[config.mk]
export PLATFORM = sky130hd
export DESIGN_NAME = gps_acq_scheduler
export DESIGN_NICKNAME = d
export VERILOG_FILES = /design/src/rtl/gps_acq_scheduler.sv
export SDC_FILE = /design/constraint.sdc
export NUM_CORES = 1
export LEC_CHECK = 0
export ABC_AREA = 1
export CORE_ASPECT_RATIO = 2
export CORE_MARGIN = 2
export CORE_UTILIZATION = 55
export CTS_CLUSTER_DIAMETER = 40
export DETAILED_ROUTE_END_ITERATION = 8
export PLACE_DENSITY = 0.76
export SYNTH_ARGS = -nofsm -noshare
export SYNTH_HDL_FRONTEND = slang
export SYNTH_SLANG_ARGS = --single-unit
[constraint.sdc]
create_clock -name i_clk -period 10.8 [get_ports i_clk]
set_input_delay 2.16 -clock i_clk [delete_from_list [all_inputs] [get_ports i_clk]]
set_output_delay 2.16 -clock i_clk [all_outputs]
set_load 0.01 [all_outputs]
[src/rtl/gps_acq_scheduler.sv]
// gps_acq_scheduler: sequences one acquisition sweep, tracks per-lane code-phase peaks, queues per-SV results.
// Optional ACQ_SCHED_PEAK2_EN adds per-lane second-peak tracking reported on o_res_mag2.
module gps_acq_scheduler #(
    parameter int FIFO_DEPTH = 8,
    parameter int NUM_GROUPS = 8,
    parameter int TMO_BITS   = 24
) (
    input  logic        i_clk,
    input  logic        i_rst,
    input  logic        i_start,
    input  logic [11:0] i_threshold,
    output logic        o_busy,
    output logic        o_done,
    output logic        o_timeout,
    output logic        o_overflow,
    output logic        o_ack_start,
    input  logic        i_corr_complete,
    input  logic [9:0]  i_code_phase,
    input  logic [5:0]  i_sat0,
    input  logic [5:0]  i_sat1,
    input  logic [5:0]  i_sat2,
    input  logic [5:0]  i_sat3,
    input  logic [11:0] i_integ0,
    input  logic [11:0] i_integ1,
    input  logic [11:0] i_integ2,
    input  logic [11:0] i_integ3,
    output logic        o_res_valid,
    input  logic        i_res_ready,
    output logic [5:0]  o_res_sat,
    output logic [9:0]  o_res_phase,
    output logic [11:0] o_res_mag,
    output logic        o_res_det,
    output logic [11:0] o_res_mag2
);
    localparam int AW = $clog2(FIFO_DEPTH);
    localparam int GW = $clog2(NUM_GROUPS + 1);
    typedef enum logic [2:0] {S_IDLE, S_START, S_RUN, S_FLUSH, S_FINISH, S_ERR} state_t;
    typedef struct packed {
        logic [5:0]  sat;
        logic [9:0]  ph;
        logic [11:0] mag;
        logic        det;
        logic [11:0] mag2;
    } ent_t;
    state_t             r_state, w_next;
    logic [11:0]        r_thr;
    logic [GW-1:0]      r_grp;
    logic [1:0]         r_lane;
    logic               r_cc_d, r_timeout, r_overflow;
    logic [TMO_BITS-1:0] r_wd;
    logic [11:0]        r_peak [4];
    logic [9:0]         r_ph [4];
    logic [5:0]         r_sat [4];
    ent_t               r_mem [FIFO_DEPTH];
    logic [AW:0]        r_wp, r_rp;
    logic [11:0]        w_integ [4];
    logic [5:0]         w_sat [4];
    logic [11:0]        w_m [4];
    logic [9:0]         w_p;
    logic [AW:0]        w_cnt;
    logic               w_edge, w_last, w_clr, w_upd, w_full, w_push, w_pop, w_wr;
    ent_t               w_ent, w_head;
    assign w_integ = '{i_integ0, i_integ1, i_integ2, i_integ3};
    assign w_sat   = '{i_sat0, i_sat1, i_sat2, i_sat3};
    assign w_edge  = i_corr_complete & ~r_cc_d;
    // code_phase has already advanced past the phase just evaluated
    assign w_p     = i_code_phase - 10'd1;
    assign w_last  = r_lane == 2'd3;
    assign w_upd   = (r_state == S_RUN) & w_edge;
    assign w_clr   = ((r_state == S_IDLE) & i_start) | ((r_state == S_FLUSH) & w_last);
    assign w_cnt   = r_wp - r_rp;
    assign w_full  = w_cnt == (AW+1)'(FIFO_DEPTH);
    assign w_push  = r_state == S_FLUSH;
    assign w_pop   = o_res_valid & i_res_ready;
    assign w_wr    = w_push & (~w_full | w_pop);
    assign w_head  = r_mem[r_rp[AW-1:0]];
    always_comb begin
        for (int l = 0; l < 4; l++)
            w_m[l] = w_integ[l] >= 12'd2048 ? w_integ[l] - 12'd2048 : 12'd2048 - w_integ[l];
    end
`ifdef ACQ_SCHED_PEAK2_EN
    logic [11:0] r_pk2 [4];
    logic [3:0]  w_far;
    logic [9:0]  w_d [4];
    always_comb begin
        for (int l = 0; l < 4; l++) begin
            w_d[l]   = w_p - r_ph[l];
            w_far[l] = (w_d[l] != 10'd0) & (w_d[l] != 10'd1) & (w_d[l] != 10'd1023);
        end
    end
    always_ff @(posedge i_clk) begin
        for (int l = 0; l < 4; l++)
            if (!i_rst || w_clr) r_pk2[l] <= '0;
            else if (w_upd && w_far[l]) begin
                if (w_m[l] > r_peak[l]) begin
                    if (r_peak[l] > r_pk2[l]) r_pk2[l] <= r_peak[l];
                end else if (w_m[l] > r_pk2[l]) r_pk2[l] <= w_m[l];
            end
    end
    assign w_ent = '{sat: r_sat[r_lane], ph: r_ph[r_lane], mag: r_peak[r_lane],
                     det: r_peak[r_lane] >= r_thr, mag2: r_pk2[r_lane]};
`else
    assign w_ent = '{sat: r_sat[r_lane], ph: r_ph[r_lane], mag: r_peak[r_lane],
                     det: r_peak[r_lane] >= r_thr, mag2: 12'd0};
`endif
    always_ff @(posedge i_clk) begin
        if (!i_rst) r_state <= S_IDLE;
        else        r_state <= w_next;
    end
    always_comb begin
        w_next = r_state;
        case (r_state)
            S_IDLE:   w_next = i_start ? S_START : S_IDLE;
            S_START:  w_next = S_RUN;
            S_RUN:    w_next = (w_edge && i_code_phase == 10'd0) ? S_FLUSH : (&r_wd) ? S_ERR : S_RUN;
            S_FLUSH:  w_next = !w_last ? S_FLUSH : (r_grp + 1'b1 == GW'(NUM_GROUPS)) ? S_FINISH : S_RUN;
            default:  w_next = S_IDLE;
        endcase
    end
    always_comb begin
        o_busy      = (r_state == S_START) | (r_state == S_RUN) | (r_state == S_FLUSH);
        o_done      = r_state == S_FINISH;
        o_ack_start = r_state == S_START;
    end
    always_ff @(posedge i_clk) begin
        if (!i_rst) begin
            r_thr <= '0; r_grp <= '0; r_lane <= '0; r_cc_d <= 1'b0; r_wd <= '0;
            r_timeout <= 1'b0; r_overflow <= 1'b0; r_wp <= '0; r_rp <= '0;
            for (int l = 0; l < 4; l++) begin
                r_peak[l] <= '0; r_ph[l] <= '0; r_sat[l] <= '0;
            end
        end else begin
            r_cc_d <= i_corr_complete;
            r_wd   <= (r_state == S_RUN && !w_edge) ? r_wd + 1'b1 : '0;
            if (r_state == S_IDLE && i_start) begin
                r_thr <= i_threshold; r_grp <= '0; r_timeout <= 1'b0; r_overflow <= 1'b0;
            end
            if (r_state == S_FLUSH) begin
                r_lane <= r_lane + 2'd1;
                if (w_last) r_grp <= r_grp + 1'b1;
            end
            if (r_state == S_ERR) r_timeout <= 1'b1;
            if (w_push && !w_wr) r_overflow <= 1'b1;
            if (w_wr) r_wp <= r_wp + 1'b1;
            if (w_pop) r_rp <= r_rp + 1'b1;
            for (int l = 0; l < 4; l++)
                if (w_clr) begin
                    r_peak[l] <= '0; r_ph[l] <= '0;
                end else if (w_upd) begin
                    r_sat[l] <= w_sat[l];
                    if (w_m[l] > r_peak[l]) begin
                        r_peak[l] <= w_m[l]; r_ph[l] <= w_p;
                    end
                end
        end
    end
    always_ff @(posedge i_clk) begin
        if (w_wr) r_mem[r_wp[AW-1:0]] <= w_ent;
    end
    assign o_res_valid = w_cnt != '0;
    assign o_timeout   = r_timeout;
    assign o_overflow  = r_overflow;
    assign {o_res_sat, o_res_phase, o_res_mag, o_res_det, o_res_mag2} = o_res_valid ? w_head : '0;
endmodule

---- After elaboration in Yosys (flattened, before gate mapping) ----
Memory sizes are Yosys's and may differ from the RTL's. A register that Yosys moved wholly into a read port is not among the register bits.
Cells that the tools add are included.
Widths: inputs -> output; s select.
word-level totals
  register bits ........................... 56
  word-level logic and storage cells ...... 166
  RAM bits ................................ 344
  memories ................................ 4
  output and inout port bits .............. 47
  bits of input ports ..................... 99
memories
  memory  words  bits a word  read ports  clocked after memory_dff  wr ports  line  source
  r_mem   8      29           1           1                         1         54    ent_t r_mem [FIFO_DEPTH];
  r_peak  4      12           5           1                         4         51    logic [11:0] r_peak [4];
  r_ph    4      10           1           1                         4         52    logic [9:0] r_ph [4];
  r_sat   4      6            1           1                         4         53    logic [5:0] r_sat [4];
cells by class
  add/sub/neg operators ................... 15
  bitwise operators ....................... 32
  eq/ne operators ......................... 8
  multiplexer cells ....................... 75
  reduce and logical (&&, ||, !) cells .... 13
  order comparisons ....................... 9
operator list
  operator                number
  $mux 12                 12
  $mux 10                 8
  $ge 12x12->1 const B    4
  $gt 12x12->1            4
  $sub 12x12->12 const A  4
  $sub 12x12->12 const B  4
  $mux 41                 1
  $mux 1                  34
  $add 24x1->24 const B   1
  $mux 6                  4
  $or 1x1->1              24
  $reduce_and 24->1       1
  $mux 3                  6
  $add 4x1->4 const B     3
  $ge 12x12->1            1
  $mux 2                  6
  $mux 4                  3
  $pmux 3 s4              1
  $logic_not 10->1        1
  $sub 10x1->10 const B   1
  $eq 4x4->1 const B      2
  $and 1x1->1             6
  $eq 3x2->1 const B      2
  $eq 3x3->1 const B      2
  other kinds (11)        17

---- Logic depth before layout (Yosys ltp) ----
Gate-level depths: netlist of run 1.
  word-level depth ........................ 9
  gate-level depth with buffers ........... 16
  depth with buffers taken out ............ 15

---- Least setup slack after synthesis of run 1 ----
No wires, ideal clock.
  path type ............................... in2reg
  start ................................... in i_res_ready
  end ..................................... mem r_mem[6][0] (netlist name), enable pin
  path slack .............................. 5890 ps
  library setup time ...................... 451 ps
  buffers on the path ..................... 0
  cell stages on the path ................. 4
  required time ........................... 10349 ps
  arrival ................................. 4459 ps
  path through ............................ nor2_1 nand2_2 nand3_1 nor3_1
between the ends
  cells in the longest elaborated chain, start to end .. 5
ends and longest elaborated chain
  element                       line  source
  start, declared               28    input logic i_res_ready,
  $and 1x1->1                   74    assign w_pop = o_res_valid & i_res_ready;
  $or 1x1->1                    75    assign w_wr = w_push & (~w_full | w_pop);
  $and 1x1->1                   75
  $mux 1                        158   if (w_wr) r_mem[r_wp[AW-1:0]] <= w_ent;
  $mux 1 (implied by the code)  158
  end, declared                 54
Every way passes these cells.

==> key figures, run 1 <==
Final layout
  – Layout area overhead: 13.77%
  – Area of the multi-input gates: 0.006853 sq mm
  – FILL cells: 2821
  – # diodes: 0
  – Commonest non-fill, non-tap cells in the layout: 365 x nand2_1, 344 x edfxtp_1, 240 x nor2_1
  – Final Util: 0.6305
  – Register area: 0.01156 sq mm
  – Commonest non-fill, non-tap cell in the layout: nand2_1
  – Share of cells above drive strength 1: 0.05983
  – Final #Nets: roughly 2300

Clock tree
  – CTS Hold Bufs: 0
  – Worst-path clk slew: 70 ps
  – Clock Sinks: 405
  – Clk_lat worst skew: 540 ps
  – Clock root buffer: clkbuf_16
  – CTS resizes: 0
  – CTS tree: done
  – H-tree depth: 2
  – CTS max path bufs: 3
  – CTS buffer count: 34
  – Setup Buffers After CTS: 0

Routing
  – TritonRoute pass-1 iters: 6
  – DRT iter0 DRCs: 1276
  – DRC Markers: 0
  – DR vias/cell: 5.701
  – Via count: 14570
  – ANT nets after route: 0
  – Final wirelength: 47770 um
  – Routed len/inst: 18.69 um

Worst hold path
  – Hold depth: 2
  – Hold path endpoint: r_thr[1]
  – Hold Crit Class: register to register
  – Min-Delay Startpoint: r_thr[1]

Setup path
  – WP buf/inv: 3
  – Reg2Reg Depth: 11
  – Slowest cell on crit path: buf_4
  – CP startpoint kind: register
  – CP max stage delay: 840 ps
  – Crit Path Class: register to output port
  – Reg-to-reg slack, setup: between 6000 and 7000 ps
  – CP top delay family: buffers and inverters
  – Worst path cell trace: clkinv_2, buf_4, nand2_1, a32oi_1, mux2i_1, nor2_1, clkdlybuf4s50_1
  – Worst path arrival time: 3280 ps
  – CP max FO: between 100 and 150
  – CP Capture Type: output port
  – R2r endpoint: r_mem[4][0]
  – Worst Path Required: 8640 ps

Timing
  – # setup viols final: 0
  – Worst Skew: about 24 ps
  – Tcrit/Tclk final: 0.5035
  – Final hold vios: 0
  – RSZ-0062 raised after global routing: false
  – Worst slew pin tran: 1193 ps
  – Max Fclk: 0.1839 GHz
  – Total negative setup slack: 0 ps
  – Min Tclk post-route: ~5400 ps
  – Slew margin rel.: 0.2046
  – Slew Limit Fails: 0

Global route
  – Gr ovfl total: 0
  – Via count of the first global-routing pass: 14420
  – GRT Util Overall: 0.2601
  – Initial antenna violation count: 0
  – First-pass GRT wire length: 74460 um
  – Largest net degree at the start of global routing: 117

Logic synthesis
  – Mapped Avg Cell Area: 9.993 sq um
  – Yosys reg bits: just over 400
  – Synth top area cells: edfxtp_1 52%, nand2_1 7.0%, dfxtp_1 6.2%
  – Register area share after synthesis: 0.5862
  – Synth warnings: 0
  – Netlist Area Pre-Place: 0.01971 sq mm
  – Yosys top cell area share: 0.5242
  – Cell taking the most area after synthesis: edfxtp_1
  – Synth unique cells: 44
  – Mapped Cells: 1972

Outcome
  – Status: complete, no violations

Placed design
  – Final GP Congestion: around 0.93
  – DPL Wire Length: 33100 um
  – Port bufs: approximately 130

Power and ir drop
  – Pwr Total: ~4.1 mW
  – Cell Pwr Density: 184.2 mW/mm^2
  – Leakage: 8.997 nW
  – Worst vdd ir: 215.1 uV

Floorplanning
  – Die H: between 200 and 300 um
  – I/O pin count: between 100 and 150
  – FP Rows: 98
  – Area of the die: roughly 0.037 sq mm
  – Initial core utilization: 0.5542
  – Die W: ~140 um
  – Core area: 0.03556 sq mm

Run
  – Number of max-cap violations: 0
[power breakdown]
part	total, mW	internal (mW)	switching [mW]
logic	1.10	0.436	0.667
clock network	1.22	0.659	0.564
registers	1.80	1.77	0.0396
total	4.13	2.86	1.27
[state kept, by name, indices dropped and copies added (netlist names), named ones only]
register,cells
o_overflow,1
r_mem,232
r_wd,24
r_state,3
r_wp,4
r_lane,2
r_thr,12
r_rp,4
o_timeout,1
r_sat,24
r_cc_d,1
r_grp,4
r_ph,40
r_peak,48
[cells in the mapped netlist (all sizes together)]
library cell,count
nand4,24
nor3,20
nor2,251
nor3b,3
nand2,374
inv,226
o21ai,90
a21oi,177
mux2i,29
ha,74
dfxtp,61
xnor2,9
nand3,57
buf,60
or2,10
nor4,2
nand3b,6
or3,1
clkbuf,31
xor2,33
edfxtp,344
conb,1
o31ai,2
clkinv,5
a211oi,1
o22ai,17
o21a,4
a32oi,60
[how the worst max path moves through the flow]
stage / from / end / slack [ps] / cells past startpoint
finish: register / o_res_phase[1] / 5360 / 7
global route: i_integ2[0] / r_ph[2][1] / 5020 / 16
CTS: register / o_res_phase[1] / 5390 / 7
detailed placement: i_integ3[0] / r_peak[3][9] / 4890 / 16
global placement: i_integ3[0] / r_peak[3][9] / 5020 / 13
floorplan: i_res_ready / r_mem[6][0] / 5890 / 4
[stage by stage]
stage	cell area (sq um)	hold slack, ps	worst slack, ps	cells
3_3_place_gp	21330	446.1	5019	2495
4_1_cts	22420	461.8	5391	2556
3_5_place_dp	21330	450.8	4886	2495
5_1_grt	22420	486.1	5020	2556
2_1_floorplan	19750	428.0	5890	1983
6_report	22420	461.1	5362	2556
[routing by layer]
metal,GRT usage,up-vias,routed length (um)
li1,-,6944,-
met1,0.2732,6984,16310
met2,0.4905,484,26740
met3,0.02502,159,1928
met4,0.1469,0,2784
met5,0,-,0
[cell families after synthesis]
| group | after synthesis | share of synthesized area |
|---|---|---|
| AND/OR/NAND/NOR | 748 | 0.1596 |
| flip-flops | 405 | 0.5862 |
| AO/OA/AOI/OAI | 351 | 0.1037 |
| buffers and inverters | 322 | 0.07003 |
| adder cells (fa/ha/maj) | 74 | 0.04698 |
| XOR/XNOR | 42 | 0.01867 |
| multiplexers | 29 | 0.01473 |
| other | 1 | 0.0001903 |
[tightest hold or removal path: cells and delay by family, from the launching register on]
kind / cells / cell delay, ps
buf+inv: 1 / 60
compound gates: 1 / 60
flops: 1 / 300
[area by class of cell]
type,instances,area share
inverter,231,0.03879
sequential,405,0.5155
timing repair buffer,153,0.06607
multi-input combinational,1256,0.3057
clock inverter,20,0.008315
clock buffer,41,0.04052
tap,450,0.02511
(Power assumes the default switching activity.)
==> run 2: changes to the inputs <==
--- a/config.mk
+++ b/config.mk
@@ -8,7 +8,7 @@
 export ABC_AREA = 1
 export CORE_ASPECT_RATIO = 2
 export CORE_MARGIN = 2
-export CORE_UTILIZATION = 55
+export CORE_UTILIZATION = 53
 export CTS_CLUSTER_DIAMETER = 40
 export DETAILED_ROUTE_END_ITERATION = 8
 export PLACE_DENSITY = 0.76
==> constraint.sdc (replaced) <==
create_clock -name i_clk -period 4.4 [get_ports i_clk]
set_input_delay 0.88 -clock i_clk [delete_from_list [all_inputs] [get_ports i_clk]]
set_output_delay 0.88 -clock i_clk [all_outputs]
set_load 0.01 [all_outputs]
==> run 2 against run 1 <==
Net effect:
- routed wire length is 1.0% lower
- register-to-register slack worse by 5900 ps
- sequential share of layout area is 0.44 points lower
- first-iteration DRC count is 25% lower
- power is 150% higher
- largest cell class unchanged
- final cell count is 0.94% higher
- design area is 0.85% higher
- global-route usage is 1.9 points lower
- clock power is 150% higher
==> key figures, run 2 (synthesized netlist as in run 1, its figures left out) <==
Outcome
  – Status: complete, no violations

Routing
  – DRT iter0 DRCs: 956
  – TritonRoute pass-1 iters: 5
  – Via count: 14610
  – ANT nets after route: 0
  – Final wirelength: 47290 um
  – Routed len/inst: 18.33 um
  – DRC Markers: 0
  – DR vias/cell: 5.662

Setup path
  – Crit Path Class: register to output port
  – CP Capture Type: output port
  – Worst path arrival time: 2970 ps
  – CP max stage delay: 550 ps
  – CP startpoint kind: register
  – Worst path cell trace: inv_1, ha_1, nand2_1, nand3_1, nand2_1, nand2_1, nand2_2, nand2_4, inv_2, nor2_1, clkdlybuf4s50_1
  – CP dominant cell by count: nand2_1
  – WP buf/inv: 3
  – Slowest cell on crit path: clkdlybuf4s50_1
  – Worst Path Required: 3520 ps
  – CP max FO: 29
  – CP top delay family: buffers and inverters

Floorplanning
  – I/O pin count: between 100 and 150
  – Die W: 140.4 um
  – Core area: between 0.03 and 0.04 sq mm
  – Area of the die: 0.03883 sq mm
  – Initial core utilization: 0.5393
  – FP Rows: 99
  – Die H: 276.7 um

Global route
  – Via count of the first global-routing pass: 14800
  – First-pass GRT wire length: 73550 um
  – Gr ovfl total: 0
  – Largest net degree at the start of global routing: 117
  – Initial antenna violation count: 0
  – GRT Util Overall: 0.2413

Final layout
  – Layout area overhead: 14.74%
  – Commonest non-fill, non-tap cells in the layout: 365 x nand2_1, 344 x edfxtp_1, 240 x nor2_1
  – Count of non-filler cells in the finished layout: roughly 2600
  – Area of the multi-input gates: 0.006853 sq mm
  – Commonest non-fill, non-tap cell in the layout: nand2_1
  – Final Util: 0.6188
  – Max reg flops: approximately 230
  – Final #Nets: between 2000 and 2500
  – Share of cells above drive strength 1: 0.06585
  – FILL cells: 2863
  – # diodes: 0
  – Register area: 0.01156 sq mm
  – Cell area after layout: 0.02261 sq mm

Timing
  – Final Hold Slack: 475.8 ps
  – Total negative setup slack: 0 ps
  – Min Tclk post-route: 3852 ps
  – RSZ-0062 raised after global routing: false
  – Post-route setup slack: 548.2 ps
  – Worst slew pin tran: 1052 ps
  – Slew margin rel.: 0.2984
  – # setup viols final: 0
  – Tcrit/Tclk final: 0.8754
  – Max Fclk: 0.2596 GHz
  – Final hold vios: 0
  – Worst Skew: 15.89 ps
  – Slew Limit Fails: 0

Power and ir drop
  – Leakage: 9.092 nW
  – Cell Pwr Density: 449.2 mW/mm^2
  – Sequential share of power: 0.438
  – P_int: 7.078 mW
  – Sw power: 3.079 mW
  – Worst vdd ir: approximately 270 uV
  – Sw Ratio: 0.3031
  – Clock Power Share: 0.295
  – Gate power share: 0.268
  – Pwr Total: a little over 10 mW

Clock tree
  – H-tree depth: 2
  – CTS buffer count: 35
  – CTS max path bufs: 3
  – CTS tree: done
  – Clk_lat worst skew: 530 ps
  – Clock root buffer: clkbuf_16
  – Clock Sinks: about 400
  – CTS resizes: 0
  – Setup Buffers After CTS: 0
  – CTS Hold Bufs: 0
  – Worst-path clk slew: ~60 ps

Placed design
  – Port bufs: 133
  – Worst slack, placed: 487.8 ps
  – Dpl cell area: 0.02150 sq mm
  – Final GP Congestion: 0.9558
  – DPL Wire Length: between 30000 and 40000 um
  – Placed instance count: 2517

Run
  – Number of max-cap violations: 0

Worst hold path
  – Hold Crit Class: register to register
[run 2: changes by cell type in the layout (fill, tap and decap cells not counted), sizes merged]
| cell | change |
|---|---|
| buf | +18 |
| bufinv | -1 |
| clkbuf | +9 |
| clkinv | -5 |
| clkinvlp | -1 |
[run 2: worst min-delay path, cell delays in order (launching register included)]
cell and delay [ps]:
dfxtp_1 300, inv_1 70, a21oi_1 60
[run 2: per-layer routing]
layer	global-route usage	vias to the layer above	routed length, um
met5	0	-	0
met4	0.1590	0	3288
met3	0.02819	173	2115
met2	0.4648	507	25980
met1	0.2367	6944	15910
li1	-	6984	-
[run 2: area by class of cell]
class                      count  area share
sequential                   405      0.5112
multi-input combinational   1256      0.3031
timing repair buffer         171     0.07315
clock buffer                  50     0.04438
inverter                     231     0.03846
tap                          454     0.02512
clock inverter                13    0.004648
[run 2: path summary, 6_finish.rpt]
check                              start      endpoint  slack (ps)  depth (start not counted)
worst max-delay path             r_rp[1]  o_res_sat[2]         550                         11
worst min register to register  r_thr[5]      r_thr[5]         480                          2
worst max register to register  register   r_mem[1][0]         910                          9
worst min-delay path            r_thr[5]      r_thr[5]         480                          2
[run 2: power by group through the flow]
stage | sequential (mW) | clock (mW) | combinational (mW)
global route | 4.46 | 3.17 | 2.99
detailed placement | 4.53 | 0 | 2.73
global placement | 4.52 | 0 | 2.63
CTS | 4.44 | 3.02 | 2.74
finish | 4.45 | 2.99 | 2.72
floorplan | 4.44 | 0 | 1.74
==> edit (flow settings as in run 2) <==
Set the parameter `TMO_BITS` to 12 (it was 24).
--- a/src/rtl/gps_acq_scheduler.sv
+++ b/src/rtl/gps_acq_scheduler.sv
@@ -4,5 +4,5 @@
     parameter int FIFO_DEPTH = 8,
     parameter int NUM_GROUPS = 8,
-    parameter int TMO_BITS   = 24
+    parameter int TMO_BITS   = 12
 ) (
     input  logic        i_clk,
Check against the original RTL: no difference found for any inputs over 4 cycles, from zero or initial values and one cycle with i_rst low; that may be too few to reach the edited logic, so the function may still have changed.
==> edit against run 2 <==
- final area fell by 2.4%
- total power rose by 0.77%
- combinational power barely moved
- largest cell class unchanged
- non-clock buffer count rose by 7
- hold slack got worse by 0.023 ns
- setup slack got worse by 0.15 ns
- critical endpoint is now o_res_mag[8]
- synthesized area fell by 3.9%
- wire length fell by 9.3%
- sequential cell count fell by 12
- sequential share of layout area rose by 0.19 points
- synthesized cell count fell by 4.4%
- sequential power fell by 2%
==> edit: results (changes against run 2) <==
Worst setup path
  • Worst EP arrival: 3.12 ns (+0.15 ns)
  • Worst path max stage delay: 0.53 ns (-0.02 ns)
  • CP max-delay cell: inv_2

Route
  • 1st-iter DRT viols: 934 (-2.3%)
  • Post-DR vias/cell: 5.451 (-3.7%)
  • Router iterations before antenna repair: 5 (unchanged)
  • Final WL: 42.91 mm (-9.3%)

Min path
  • Hold Startpoint: r_wd[0]

Power and ir drop
  • Leak: 9.039 nW (-0.58%)
  • Cell internal pwr: 7.128 mW (+0.69%)
  • Peak VDD IR: 0.5830 mV (+120%)

Yosys
  • Unique cell type count in the Yosys netlist: 37 (-16%)
  • Mux cell area share after synthesis: 0.01533 (+0.0006016)
  • Synth Area in Adders: 0.04890 (+0.001919)
  • Synth Area in Compound Gates: 0.1015 (-0.002176)
  • Synth area leaders: edfxtp_1 (55%), nand2_1 (7.0%), dfxtp_1 (5.2%)
  • Synth Area per Inst: 10.04 sq um (+0.51%)
  • Sequential fraction of the synthesis area: 0.5974 (+0.01125)

Placed design
  • Placed insts: 2432 (-3.4%)
  • Post-DP HPWL: 28.24 mm (-16%)
  • Placer Congestion: 0.8711 (-8.9%)

Status
  • Status: finished clean

Global route
  • First-pass GRT wire length: 65.67 mm (-11%)
  • Pin count of the biggest net entering global routing: 51 (-56%)
  • Vias in the first global route: 12810 (-13%)
  • Gr usage total: 0.2291 (-0.01223)

Clocking
  • Worst-Skew Late Latency: 0.55 ns (+0.02 ns)

Layout
  • Layout cell share with drive strength beyond 1: 0.06198 (-0.003870)
  • Final std cells w/o fill: 2499 (-3.1%)

Timing
  • Worst clock skew: 0.02813 ns (+0.01224 ns)
  • Measured slew at the worst slew-check pin: 1.292 ns (+0.2391 ns)
==> edit: cell types whose count changed in the layout (fill, tap and decap cells not counted), sizes merged, moves of 4 or more <==
cell,before,now
a21oi,177,162
buf,38,45
clkbuf,50,46
dfxtp,61,49
inv,228,233
nand2,374,352
nand4,24,17
nor2,251,238
o21ai,90,84
or2,10,3
==> edit: final cells by class <==
cell class	count	area, sq um
Multi-Input combinational cell	1182	6390
Clock buffer	46	984.7
Clock inverter	21	236.5
Timing Repair Buffer	178	1707
Tap cell	450	563.0
Fill cell	2803	13380
Inverter	229	859.6
Sequential cell	393	11320
==> edit: cell families after synthesis <==
group | count (synthesis)
and+or+nand+nor | 695
DFF | 393
AOI/OAI and AO/OA | 331
buffers and inverters | 321
adders and majority gates | 74
xor gates and xnor gates | 41
muxes | 29
other | 1
==> edit: metal layers <==
metal / vias to the layer above / wire [um] / track usage
li1: 6716 / - / -
met1: 6331 / 16880 / 0.2883
met2: 482 / 21080 / 0.3844
met3: 92 / 2818 / 0.03305
met4: 0 / 2140 / 0.1107
met5: - / 0 / 0
==> edit: path summary, 6_finish.rpt <==
check,end,slack (ns),depth (start not counted)
max,o_res_mag[8],0.40,11
min,r_wd[0],0.45,1
max reg2reg,r_mem[7][0],0.77,9
min reg2reg,r_wd[0],0.45,1
==> edit: power by group through the flow <==
stage	logic (mW)	registers, mW	clock network, mW
4_1_cts	2.72	4.35	3.23
3_5_place_dp	2.70	4.43	0
2_1_floorplan	1.72	4.33	0
6_report	2.71	4.35	3.18
5_1_grt	2.99	4.36	3.36
3_3_place_gp	2.65	4.42	0
==> edit: per-stage QoR <==
step / power (mW) / area, sq um / setup slack (ns)
floorplan: 6.045 / 18970 / 0.6205
global placement: 7.068 / 20840 / 0.7745
detailed placement: 7.128 / 20840 / 0.7023
CTS: 10.29 / 22060 / 0.3665
global route: 10.71 / 22060 / 0.1723
finish: 10.24 / 22060 / 0.4031
